## src/rtl/fetch_pkg.sv

```systemverilog
// Shared widths, halt encoding, FSM state type and queue entry layout for the fetch front end.
package fetch_pkg;

    localparam int ADDR_W = 12;
    localparam int INST_W = 19;
    localparam logic [INST_W-1:0] HALT_WORD = 19'h7FFFF;

    typedef enum logic [1:0] {
        ST_RUN  = 2'd0,
        ST_WAIT = 2'd1,
        ST_DROP = 2'd2,
        ST_HALT = 2'd3
    } fetch_state_e;

    typedef struct packed {
        logic [ADDR_W-1:0] pc;
        logic [INST_W-1:0] data;
    } fetch_entry_t;

endpackage

```

## src/rtl/fetch_if.sv

```systemverilog
// Fetch front-end bundle: instruction memory port, datapath delivery port and redirect input.
interface fetch_if;
    import fetch_pkg::*;

    logic              imem_req;
    logic [ADDR_W-1:0] imem_addr;
    logic              imem_valid;
    logic [INST_W-1:0] imem_data;
    logic              inst_valid;
    logic              inst_ready;
    logic [INST_W-1:0] inst_data;
    logic [ADDR_W-1:0] inst_pc;
    logic              redirect_valid;
    logic [ADDR_W-1:0] redirect_pc;
    logic              halted;

    modport master (
        output imem_req, imem_addr, inst_valid, inst_data, inst_pc, halted,
        input  imem_valid, imem_data, inst_ready, redirect_valid, redirect_pc
    );

    modport slave (
        input  imem_req, imem_addr, inst_valid, inst_data, inst_pc, halted,
        output imem_valid, imem_data, inst_ready, redirect_valid, redirect_pc
    );

endinterface

```

## src/rtl/fetch_queue.sv

```systemverilog
// Prefetch FIFO with a registered head: head outputs come straight from flops and hold when empty.
module fetch_queue
    import fetch_pkg::*;
#(
    parameter int DEPTH = 4
)
(
    input  logic                     clk,
    input  logic                     rst,
    input  logic                     push,
    input  logic                     pop,
    input  logic                     flush,
    input  fetch_entry_t             push_entry,
    output fetch_entry_t             head,
    output logic [$clog2(DEPTH):0]   count
);

    localparam int PTR_W = $clog2(DEPTH);
    localparam logic [PTR_W:0] FULL = (PTR_W+1)'(DEPTH);

    fetch_entry_t     mem [DEPTH];
    logic [PTR_W-1:0] rd_ptr, wr_ptr, rd_ptr_n;
    logic [PTR_W:0]   count_n;
    logic             do_push, do_pop;
    fetch_entry_t     head_n;

    assign do_pop  = pop && (count != '0);
    assign do_push = push && ((count != FULL) || do_pop);

    // Next head is the freshly pushed word when it lands in the slot that becomes the head.
    always_comb begin
        rd_ptr_n = rd_ptr + PTR_W'(do_pop);
        count_n  = count + (PTR_W+1)'(do_push) - (PTR_W+1)'(do_pop);
        head_n   = head;
        if (count_n != '0) begin
            if (do_push && (rd_ptr_n == wr_ptr)) head_n = push_entry;
            else                                 head_n = mem[rd_ptr_n];
        end
    end

    always_ff @(posedge clk or negedge rst) begin
        if (!rst) begin
            rd_ptr <= '0;
            wr_ptr <= '0;
            count  <= '0;
            head   <= '0;
        end else if (flush) begin
            rd_ptr <= '0;
            wr_ptr <= '0;
            count  <= '0;
        end else begin
            rd_ptr <= rd_ptr_n;
            wr_ptr <= wr_ptr + PTR_W'(do_push);
            count  <= count_n;
            head   <= head_n;
        end
    end

    always_ff @(posedge clk) begin
        if (do_push && !flush) mem[wr_ptr] <= push_entry;
    end

endmodule

```

## src/rtl/fetch_unit.sv

```systemverilog
// Instruction fetch front end: owns pc, drives imem, fills the prefetch queue, handles redirects.
// Optional halt-word detection is enabled by defining FETCH_HALT_DETECT_EN.
//
// state | meaning
// RUN   | no request outstanding (issues one when the queue has room)
// WAIT  | request outstanding, response will be queued
// DROP  | stale request outstanding after a redirect, response discarded
// HALT  | halt word fetched, no further requests until redirect/reset
module fetch_unit
    import fetch_pkg::*;
#(
    parameter int                DEPTH    = 4,
    parameter logic [ADDR_W-1:0] RESET_PC = 12'h000
)
(
    input  logic    clk,
    input  logic    rst,
    fetch_if.master bus
);

    localparam int CNT_W = $clog2(DEPTH) + 1;

    fetch_state_e      state, state_n;
    logic [ADDR_W-1:0] pc, pc_n;
    logic [ADDR_W-1:0] addr_q, addr_n;
    logic              req_q, req_n;
    logic              push, pop, flush, halt_hit, room;
    logic [CNT_W-1:0]  count, count_end;
    fetch_entry_t      head, push_entry;

    assign flush      = bus.redirect_valid;
    assign pop        = bus.inst_valid && bus.inst_ready;
    assign push       = req_q && bus.imem_valid && (state == ST_WAIT) && !flush;
    assign push_entry = '{pc: pc, data: bus.imem_data};

    // Room is judged on end-of-cycle occupancy so any response issued now is guaranteed a slot.
    assign count_end = count + CNT_W'(push) - CNT_W'(pop);
    assign room      = count_end < CNT_W'(DEPTH);

`ifdef FETCH_HALT_DETECT_EN
    assign halt_hit   = push && (bus.imem_data == HALT_WORD);
    assign bus.halted = (state == ST_HALT);
`else
    assign halt_hit   = 1'b0;
    assign bus.halted = 1'b0;
`endif

    always_ff @(posedge clk or negedge rst) begin
        if (!rst) state <= ST_RUN;
        else      state <= state_n;
    end

    always_comb begin
        state_n = state;
        if (flush) begin
            state_n = (req_q && !bus.imem_valid) ? ST_DROP : ST_RUN;
        end else begin
            case (state)
                ST_RUN:  if (room) state_n = ST_WAIT;
                ST_WAIT: if (bus.imem_valid) state_n = halt_hit ? ST_HALT : (room ? ST_WAIT : ST_RUN);
                ST_DROP: if (bus.imem_valid) state_n = ST_RUN;
                ST_HALT: state_n = ST_HALT;
                default: state_n = ST_RUN;
            endcase
        end
    end

    always_comb begin
        req_n  = req_q;
        addr_n = addr_q;
        pc_n   = pc;
        if (flush) begin
            pc_n  = bus.redirect_pc;
            req_n = req_q && !bus.imem_valid;
        end else begin
            case (state)
                ST_RUN: begin
                    req_n  = room;
                    addr_n = pc;
                end
                ST_WAIT: if (bus.imem_valid) begin
                    pc_n   = pc + ADDR_W'(1);
                    addr_n = pc + ADDR_W'(1);
                    req_n  = room && !halt_hit;
                end
                ST_DROP: if (bus.imem_valid) req_n = 1'b0;
                default: req_n = 1'b0;
            endcase
        end
    end

    always_ff @(posedge clk or negedge rst) begin
        if (!rst) begin
            pc     <= RESET_PC;
            req_q  <= 1'b0;
            addr_q <= RESET_PC;
        end else begin
            pc     <= pc_n;
            req_q  <= req_n;
            addr_q <= addr_n;
        end
    end

    fetch_queue #(.DEPTH(DEPTH)) u_queue (
        .clk        (clk),
        .rst        (rst),
        .push       (push),
        .pop        (pop),
        .flush      (flush),
        .push_entry (push_entry),
        .head       (head),
        .count      (count)
    );

    assign bus.imem_req   = req_q;
    assign bus.imem_addr  = addr_q;
    assign bus.inst_valid = (count != '0);
    assign bus.inst_data  = head.data;
    assign bus.inst_pc    = head.pc;

endmodule

```

## src/flat_wrapper.sv

```systemverilog
// flat-port wrapper written by rule: the top's interface ports become plain ports
module fetch_unit_flat import fetch_pkg::*;
#(
    parameter int                DEPTH    = 4,
    parameter logic [ADDR_W-1:0] RESET_PC = 12'h000
)
  (clk, rst, bus_imem_req, bus_imem_addr, bus_inst_valid, bus_inst_data, bus_inst_pc, bus_halted, bus_imem_valid, bus_imem_data, bus_inst_ready, bus_redirect_valid, bus_redirect_pc);
  fetch_if bus_i ();
  input  logic clk;
  input  logic rst;
  output wire logic [$bits(bus_i.imem_req)-1:0] bus_imem_req;
  output wire logic [$bits(bus_i.imem_addr)-1:0] bus_imem_addr;
  output wire logic [$bits(bus_i.inst_valid)-1:0] bus_inst_valid;
  output wire logic [$bits(bus_i.inst_data)-1:0] bus_inst_data;
  output wire logic [$bits(bus_i.inst_pc)-1:0] bus_inst_pc;
  output wire logic [$bits(bus_i.halted)-1:0] bus_halted;
  input wire logic [$bits(bus_i.imem_valid)-1:0] bus_imem_valid;
  input wire logic [$bits(bus_i.imem_data)-1:0] bus_imem_data;
  input wire logic [$bits(bus_i.inst_ready)-1:0] bus_inst_ready;
  input wire logic [$bits(bus_i.redirect_valid)-1:0] bus_redirect_valid;
  input wire logic [$bits(bus_i.redirect_pc)-1:0] bus_redirect_pc;
  assign bus_imem_req = bus_i.imem_req;
  assign bus_imem_addr = bus_i.imem_addr;
  assign bus_inst_valid = bus_i.inst_valid;
  assign bus_inst_data = bus_i.inst_data;
  assign bus_inst_pc = bus_i.inst_pc;
  assign bus_halted = bus_i.halted;
  assign bus_i.imem_valid = bus_imem_valid;
  assign bus_i.imem_data = bus_imem_data;
  assign bus_i.inst_ready = bus_inst_ready;
  assign bus_i.redirect_valid = bus_redirect_valid;
  assign bus_i.redirect_pc = bus_redirect_pc;
  fetch_unit #(.DEPTH(DEPTH), .RESET_PC(RESET_PC)) u_core (.clk(clk), .rst(rst), .bus(bus_i));
endmodule
```

## config.mk

```make
export PLATFORM = sky130hd
export DESIGN_NAME = fetch_unit_flat
export DESIGN_NICKNAME = d
export VERILOG_FILES = /design/src/rtl/fetch_pkg.sv /design/src/rtl/fetch_if.sv /design/src/rtl/fetch_queue.sv /design/src/rtl/fetch_unit.sv /design/src/flat_wrapper.sv
export SDC_FILE = /design/constraint.sdc
export NUM_CORES = 1
export LEC_CHECK = 0
export ABC_AREA = 1
export CAP_MARGIN = 15
export CORE_ASPECT_RATIO = 1.75
export CORE_MARGIN = 1
export CORE_UTILIZATION = 35
export DETAILED_ROUTE_END_ITERATION = 10
export GPL_TIMING_DRIVEN = 0
export PLACE_DENSITY = 0.62
export SLEW_MARGIN = 25
export SYNTH_ARGS = -nofsm -noshare
export SYNTH_HDL_FRONTEND = slang
export SYNTH_HIERARCHICAL = 1
export SYNTH_SLANG_ARGS = --single-unit
```

## constraint.sdc

```tcl
create_clock -name clk -period 5.2 [get_ports clk]
set_input_delay 0.52 -clock clk [delete_from_list [all_inputs] [get_ports clk]]
set_output_delay 0.52 -clock clk [all_outputs]
set_load 0.01 [all_outputs]
```

==> flow_summary.yaml, run 1 <==
global_route:
  grt_first_pass_wirelength_mm: 33.2
  use_met1_pct: 19.0
  track_usage_pct: 17.5
  grtUsageMet2_pct: 32.2
  grt_max_degree: 36
  gr-total-overflow: 0
  grt.met3_usage_pct: 2.99
  gr-max-usage-layer: "met2"
  first_global_vias: 6429
  grt_antenna_before_repair: 0
detailed_routing:
  drt_first_iter_violations: 459
  drc: 0
  wl_per_cell_um: 15.8
  ant_nets: 0
  num_vias: 6325
  routed_via_density: 4.85
  drtPass1Iterations: 5
  routed_wl_mm: 20.6
synthesis:
  ys_seq_area_share_pct: 63.2
  synth_top_flop_cell: "edfxtp_1"
  synth.distinct_cells: 36
  synth-warning-count: 6
  synth_top_cells_by_area: "edfxtp_1 (44%), dfrtp_1 (19%), nand2_1 (12%)"
  synth_top_area_cell: "edfxtp_1"
  syn_inst: 876
  synth_common_cells: "nand2_1 (263), edfxtp_1 (124), nor2_1 (93), o21ai_0 (76), nand3_1 (73)"
  synth_seq_cells: 189
  synth_top_area_share_pct: 44.0
  synthArstFlopShare_pct: 34.4
  syn_avg_cell_area_um2: 9.66
  netlist_area_mm2: 0.00846
  synth_nets: 918
  synth_most_common_cell: "nand2_1"
  synth_edf_count: 124
worst_hold_path:
  worstHoldPathType: "input pin to asynchronous set/reset pin"
die:
  ios: 82
  initial_core_util_pct: 36.0
  die-area_mm2: 0.0248
  die_y_um: 208
  core_area_mm2: 0.0235
  num_rows: 74
  die_w_um: 120
clock_network:
  postCtsResizedCells: 0
  cts_tree: "yes"
  numCtsBuffers: 17
  cts_max_level: 4
  cts_hold_buf: 0
  clockRootBuffer: "clkbuf_16"
  path_clk_slew_ns: 0.07
  cts_buffer_depth: 2
  clock_sink_count: 189
  postCtsSetupBuffers: 0
  insertion_delay_ns: 0.44
final_layout:
  antennaDiodeCount: 0
  area_growth_syn_to_layout_pct: 23.0
  fin_nets: 1030
  final_util_pct: 44.2
  drive_gt1_share_pct: 9.79
sta:
  max_slew.worst_pin.slew_ns: 0.723
  period_minus_slack_ns: 3.40
  final-hold-violation-count: 0
  rsz0062_at_grt: "false"
  skew_ns: 0.00792
  max_freq_mhz: 294
  drv_slew: 0
  setup_viol: 0
  finalCritPeriodShare_pct: 65.3
  slew_headroom_pct: 51.5
  final.setup.tns_ns: 0
  holdWs_ns: 0.0370
critical_path:
  crit_top_cell: "nand2_1"
  start_kind: "input pin"
  crit_slowest_cell: "clkdlybuf4s50_1"
  worst-path-buf-inv: 6
  critPathMaxFanout: 10
  crit_family: "buffers and inverters"
  criticalPathCategory: "input pin to flop"
  worstPathRequired_ns: 5.53
  ff2ff_setup_slack_ns: 1.81
  end_kind: "flop"
  crit_chain: "clkdlybuf4s50_1, a21boi_0, inv_1, a21oi_1, inv_1, o21ai_0, ha_1, inv_1, fa_1, nand2_1, nand2_1, nand2_1, nand2_1, a21oi_2, inv_2, clkbuf_1, nand2_1, nand2_1"
  max_stage_delay_ns: 0.48
  cp.arrival_ns: 3.73
pwr:
  vdd_drop_max_mv: 0.224
  leakagePower_nw: 4.38
  cellPowerDensity_mw_per_mm2: 398
run_status:
  status: "finished clean"
placement:
  dp_hpwl_mm: 14.1
  place.port_buffers: 79
  gp_congestion: 0.843
job:
  maxCapViolCount: 0
## metal layers
| layer | part of all wire (%) | routed length, um |
|---|---|---|
| met1 | 39 | 8000 |
| met2 | 54 | 11200 |
| met3 | 4.5 | 935 |
| met4 | 2.5 | 509 |
| met5 | 0 | 0 |
## area by class of cell
type / instances / area [um^2]
Inverter: 73 / 277
Multi-Input combinational cell: 574 / 2630
Tap cell: 304 / 380
Timing Repair Buffer: 93 / 941
Fill cell: 2272 / 13100
Clock buffer: 22 / 507
Sequential cell: 189 / 5350
Buffer: 40 / 223
Clock inverter: 10 / 96.3
## kinds of logic after synthesis
logic type,count (synthesis),synth area share (%)
flip-flops,189,63.2
other,1,0.0443
adder cells (fa/ha/maj),6,0.976
XOR/XNOR,9,0.932
buffers and inverters,113,5.90
AO/OA/AOI/OAI,113,7.38
AND/OR/NAND/NOR,445,21.5
## power breakdown
group          switching [W]  total (W)  internal, W
Combinational       0.000427   0.000876     0.000449
Clock               0.000570    0.00132     0.000749
Sequential          0.000139    0.00195      0.00181
## worst reg2reg max path: stages (launching register included)
cell	delay [ns]
dfrtp_1	0.48
nor2_1	0.09
a21boi_0	0.32
inv_1	0.07
a21oi_1	0.22
inv_1	0.10
o21ai_0	0.17
ha_1	0.16
inv_1	0.05
fa_1	0.37
nand2_1	0.10
nand2_1	0.06
nand2_1	0.05
nand2_1	0.09
a21oi_2	0.34
inv_2	0.11
clkbuf_1	0.29
nand2_1	0.14
nand2_1	0.06
## metrics by stage
step	worst slack, ns	instance area (um^2)	std cells	total power, W
2_1_floorplan	1.34	8460	876	0.00236
3_3_place_gp	-1.04	9630	1259	0.00285
3_5_place_dp	1.32	9800	1273	0.00286
4_1_cts	1.78	10400	1305	0.00419
5_1_grt	1.46	10400	1305	0.00436
6_report	1.80	10400	1305	0.00415
## path summary, 6_finish.rpt
check / from / endpoint / depth (start not counted)
setup / recovery: bus_inst_ready / u_core/u_queue/head[1]$_DFFE_PN0P_ / 18
hold / removal: rst / u_core/u_queue/head[0]$_DFFE_PN0P_ / 1
setup reg to reg: u_core/u_queue/count[1]$_DFF_PN0_ / u_core/u_queue/head[1]$_DFFE_PN0P_ / 18
hold reg to reg: u_core/u_queue/head[21]$_DFFE_PN0P_ / u_core/u_queue/head[21]$_DFFE_PN0P_ / 2
max in group asynchronous: rst / u_core/u_queue/head[9]$_DFFE_PN0P_ / 2
min in group clk: bus_redirect_valid / u_core/u_queue/count[1]$_DFF_PN0_ / 2
## cells in the final DEF, fill, tap and decap left out, drive strengths merged
cell type,n
a21boi,1
a21o,1
a21oi,15
a31oi,1
buf,44
bufinv,1
clkbuf,33
clkdlybuf4s50,78
clkinv,3
conb,1
dfrtp,65
edfxtp,124
fa,1
ha,5
inv,79
nand2,265
nand3,75
nor2,97
nor3,7
o211ai,6
o21a,3
o21ai,81
o21bai,1
o221ai,3
o22ai,1
or2,1
xor2,9
## state kept, by name (all words and copies together), names as in the netlist
| name | count |
|---|---|
| u_core/bus.imem_addr | 12 |
| u_core/bus.imem_req | 1 |
| u_core/pc | 12 |
| u_core/state | 2 |
| u_core/u_queue/count | 3 |
| u_core/u_queue/head | 31 |
| u_core/u_queue/mem | 124 |
| u_core/u_queue/rd_ptr | 2 |
| u_core/u_queue/wr_ptr | 2 |
No activity file was read; power rests on OpenSTA's default activity.
==> inputs of run 2 (changes only) <==
==> constraint.sdc (replaced) <==
create_clock -name clk -period 3.55 [get_ports clk]
set_input_delay 0.355 -clock clk [delete_from_list [all_inputs] [get_ports clk]]
set_output_delay 0.355 -clock clk [all_outputs]
set_load 0.01 [all_outputs]
==> run 2 against run 1 <==
  * Largest power group unchanged
  * Critical path depth shrank 1
  * Setup slack got worse by 1.5 ns
  * First-iteration DRC count down 9.4%
  * Combinational power is 47% higher
==> flow_summary.yaml, run 2 (synthesis results as in run 1) <==
run_status:
  status: "finished clean"
final_layout:
  layout_common_cells: "nand2_1 (263), edfxtp_1 (124), nor2_1 (92)"
  regMostFlops: "u_core/u_queue/mem"
  stdcell_area_mm2: 0.0104
  area_growth_syn_to_layout_pct: 23.3
  drive_gt1_share_pct: 10.1
  largest_register_ffs: 124
  reg_top3: "u_core/u_queue/mem x124, u_core/u_queue/head x31"
  antennaDiodeCount: 0
  final_common_cell: "nand2_1"
  fin_nets: 1031
critical_path:
  ff2ff_path_depth: 17
  end_kind: "flop"
  r2r_start: "u_core/u_queue/count[1]$_DFF_PN0_"
  worstPathRequired_ns: 3.93
  crit_chain: "nor2_1, a21boi_0, inv_1, a21oi_1, inv_1, o21ai_0, ha_1, inv_1, fa_1, nand2_1, nand2_1, nand2_1, nand2_1, a21oi_4, buf_2, nand3_1, nand2_1"
  start_kind: "flop"
  critPathMaxFanout: 10
  crit_top_cell: "nand2_1"
  max_stage_delay_ns: 0.48
  worstReg2RegEnd: "u_core/u_queue/head[23]$_DFFE_PN0P_"
  crit_slowest_cell: "dfrtp_1"
  ff2ff_setup_slack_ns: 0.30
  criticalPathCategory: "flop to flop"
  cp.arrival_ns: 3.63
pwr:
  fin_total_pwr_w: 0.00608
  vdd_drop_max_mv: 0.327
  cellPowerDensity_mw_per_mm2: 583
  leakagePower_nw: 4.39
sta:
  rsz0062_at_grt: "false"
  slew_headroom_pct: 49.9
  max_slew.worst_pin.slew_ns: 0.747
  finalCritPeriodShare_pct: 91.6
  drv_slew: 0
  final-hold-violation-count: 0
  period_minus_slack_ns: 3.25
  skew_ns: 0.00713
  max_freq_mhz: 308
  setup_viol: 0
die:
  die_w_um: 120
  die_y_um: 208
  num_rows: 74
  die-area_mm2: 0.0248
  core_area_mm2: 0.0235
  ios: 82
  initial_core_util_pct: 36.0
clock_network:
  numCtsBuffers: 17
  cts_tree: "yes"
  insertion_delay_ns: 0.44
  cts_buffer_depth: 2
  cts_max_level: 4
  path_clk_slew_ns: 0.07
  clockRootBuffer: "clkbuf_16"
  clock_sink_count: 189
detailed_routing:
  routed_wl_mm: 20.6
  drt_first_iter_violations: 416
  drc: 0
  num_vias: 6324
  routed_via_density: 4.84
  ant_nets: 0
  wl_per_cell_um: 15.8
  drtPass1Iterations: 5
global_route:
  grt_antenna_before_repair: 0
  grt_first_pass_wirelength_mm: 33.2
  grt_max_degree: 36
  track_usage_pct: 17.5
  first_global_vias: 6434
  gr-total-overflow: 0
job:
  maxCapViolCount: 0
worst_hold_path:
  hold_end: "u_core/u_queue/count[1]$_DFF_PN0_"
  whs_path_depth: 2
  min_from: "bus_redirect_valid"
  worstHoldPathType: "input pin to flop"
placement:
  place.port_buffers: 79
  placed_area_mm2: 0.00980
  gp_congestion: 0.843
  dp_hpwl_mm: 14.1
## run 2: changes by cell type in the layout (fill, tap and decap cells not counted)
cell	previous run	this run
dlygate4sd3_1	0	1
a21oi_4	0	1
a21oi_2	1	0
clkbuf_1	12	9
clkbuf_2	0	3
## run 2: stage by stage
step / cells / utilization (%) / hold WS [ns] / worst slack (ns) / setup TNS [ns]
floorplan: 876 / - / 0.0594 / -0.239 / -22.26
global placement: 1259 / 41.0 / 0.465 / -2.53 / -280.35
detailed placement: 1273 / 41.7 / 0.364 / -0.164 / -4.09
CTS: 1306 / 44.3 / 0.207 / 0.126 / 0
global route: 1306 / 44.3 / 0.233 / 0.0104 / 0
finish: 1306 / 44.3 / 0.228 / 0.299 / 0
## run 2: cell type report
class	count	area [um^2]
Timing Repair Buffer	94	951
Sequential cell	189	5350
Inverter	73	277
Tap cell	304	380
Clock inverter	10	96.3
Clock buffer	22	507
Buffer	40	226
Fill cell	2271	13100
Multi-Input combinational cell	574	2640
## run 2: repair_timing
action | CTS | global route
resized for setup | 0 | 7
buffers inserted | 0 | 0
setup endpoints to repair | 0 | 30
hold buffers | 1 | 0
hold endpoints to repair | 34 | 0
## run 2: routing by layer
layer | share of wire, % | vias up | global-route usage, % | routed length (um)
met1 | 39 | 2977 | 19.0 | 8060
li1 | - | 3117 | - | -
met3 | 4.2 | 39 | 2.99 | 870
met5 | 0 | - | 0 | 0
met2 | 54 | 191 | 32.2 | 11100
met4 | 2.7 | 0 | 8.75 | 556
## run 2: worst max path at each step
stage	startpoint	end	slack [ns]	depth (start not counted)
4_1_cts	u_core/u_queue/count[1]$_DFF_PN0_	u_core/u_queue/head[21]$_DFFE_PN0P_	0.13	18
6_report	u_core/u_queue/count[1]$_DFF_PN0_	u_core/u_queue/head[23]$_DFFE_PN0P_	0.30	17
2_1_floorplan	u_core/u_queue/count[1]$_DFF_PN0_	u_core/u_queue/mem[2][0]$_DFFE_PP_	-0.24	8
3_3_place_gp	bus_imem_valid	u_core/u_queue/mem[2][12]$_DFFE_PP_	-2.53	7
3_5_place_dp	bus_inst_ready	u_core/u_queue/head[21]$_DFFE_PN0P_	-0.16	18
5_1_grt	u_core/u_queue/count[1]$_DFF_PN0_	u_core/u_queue/head[16]$_DFFE_PN0P_	0.01	20
## run 2: report_power, final
group          switching, W  internal, W
clock              0.000837      0.00110
combinational      0.000627     0.000661
sequential         0.000204      0.00265
## run 2: worst max-delay path: cells and delay by family (launching register included)
family	cells	cell delay, ns
buf+inv	4	0.52
flops	1	0.48
compound gates	4	0.97
fa+ha+maj	2	0.53
simple gates	7	0.67
==> inputs of run 3 (changes only) <==
--- a/config.mk
+++ b/config.mk
@@ -6,7 +6,6 @@
 export NUM_CORES = 1
 export LEC_CHECK = 0
 export ABC_AREA = 1
-export CAP_MARGIN = 15
 export CORE_ASPECT_RATIO = 1.75
 export CORE_MARGIN = 1
 export CORE_UTILIZATION = 35
==> results of run 3 <==
No change in the layout: final DEF, timing and power equal those of run 2.
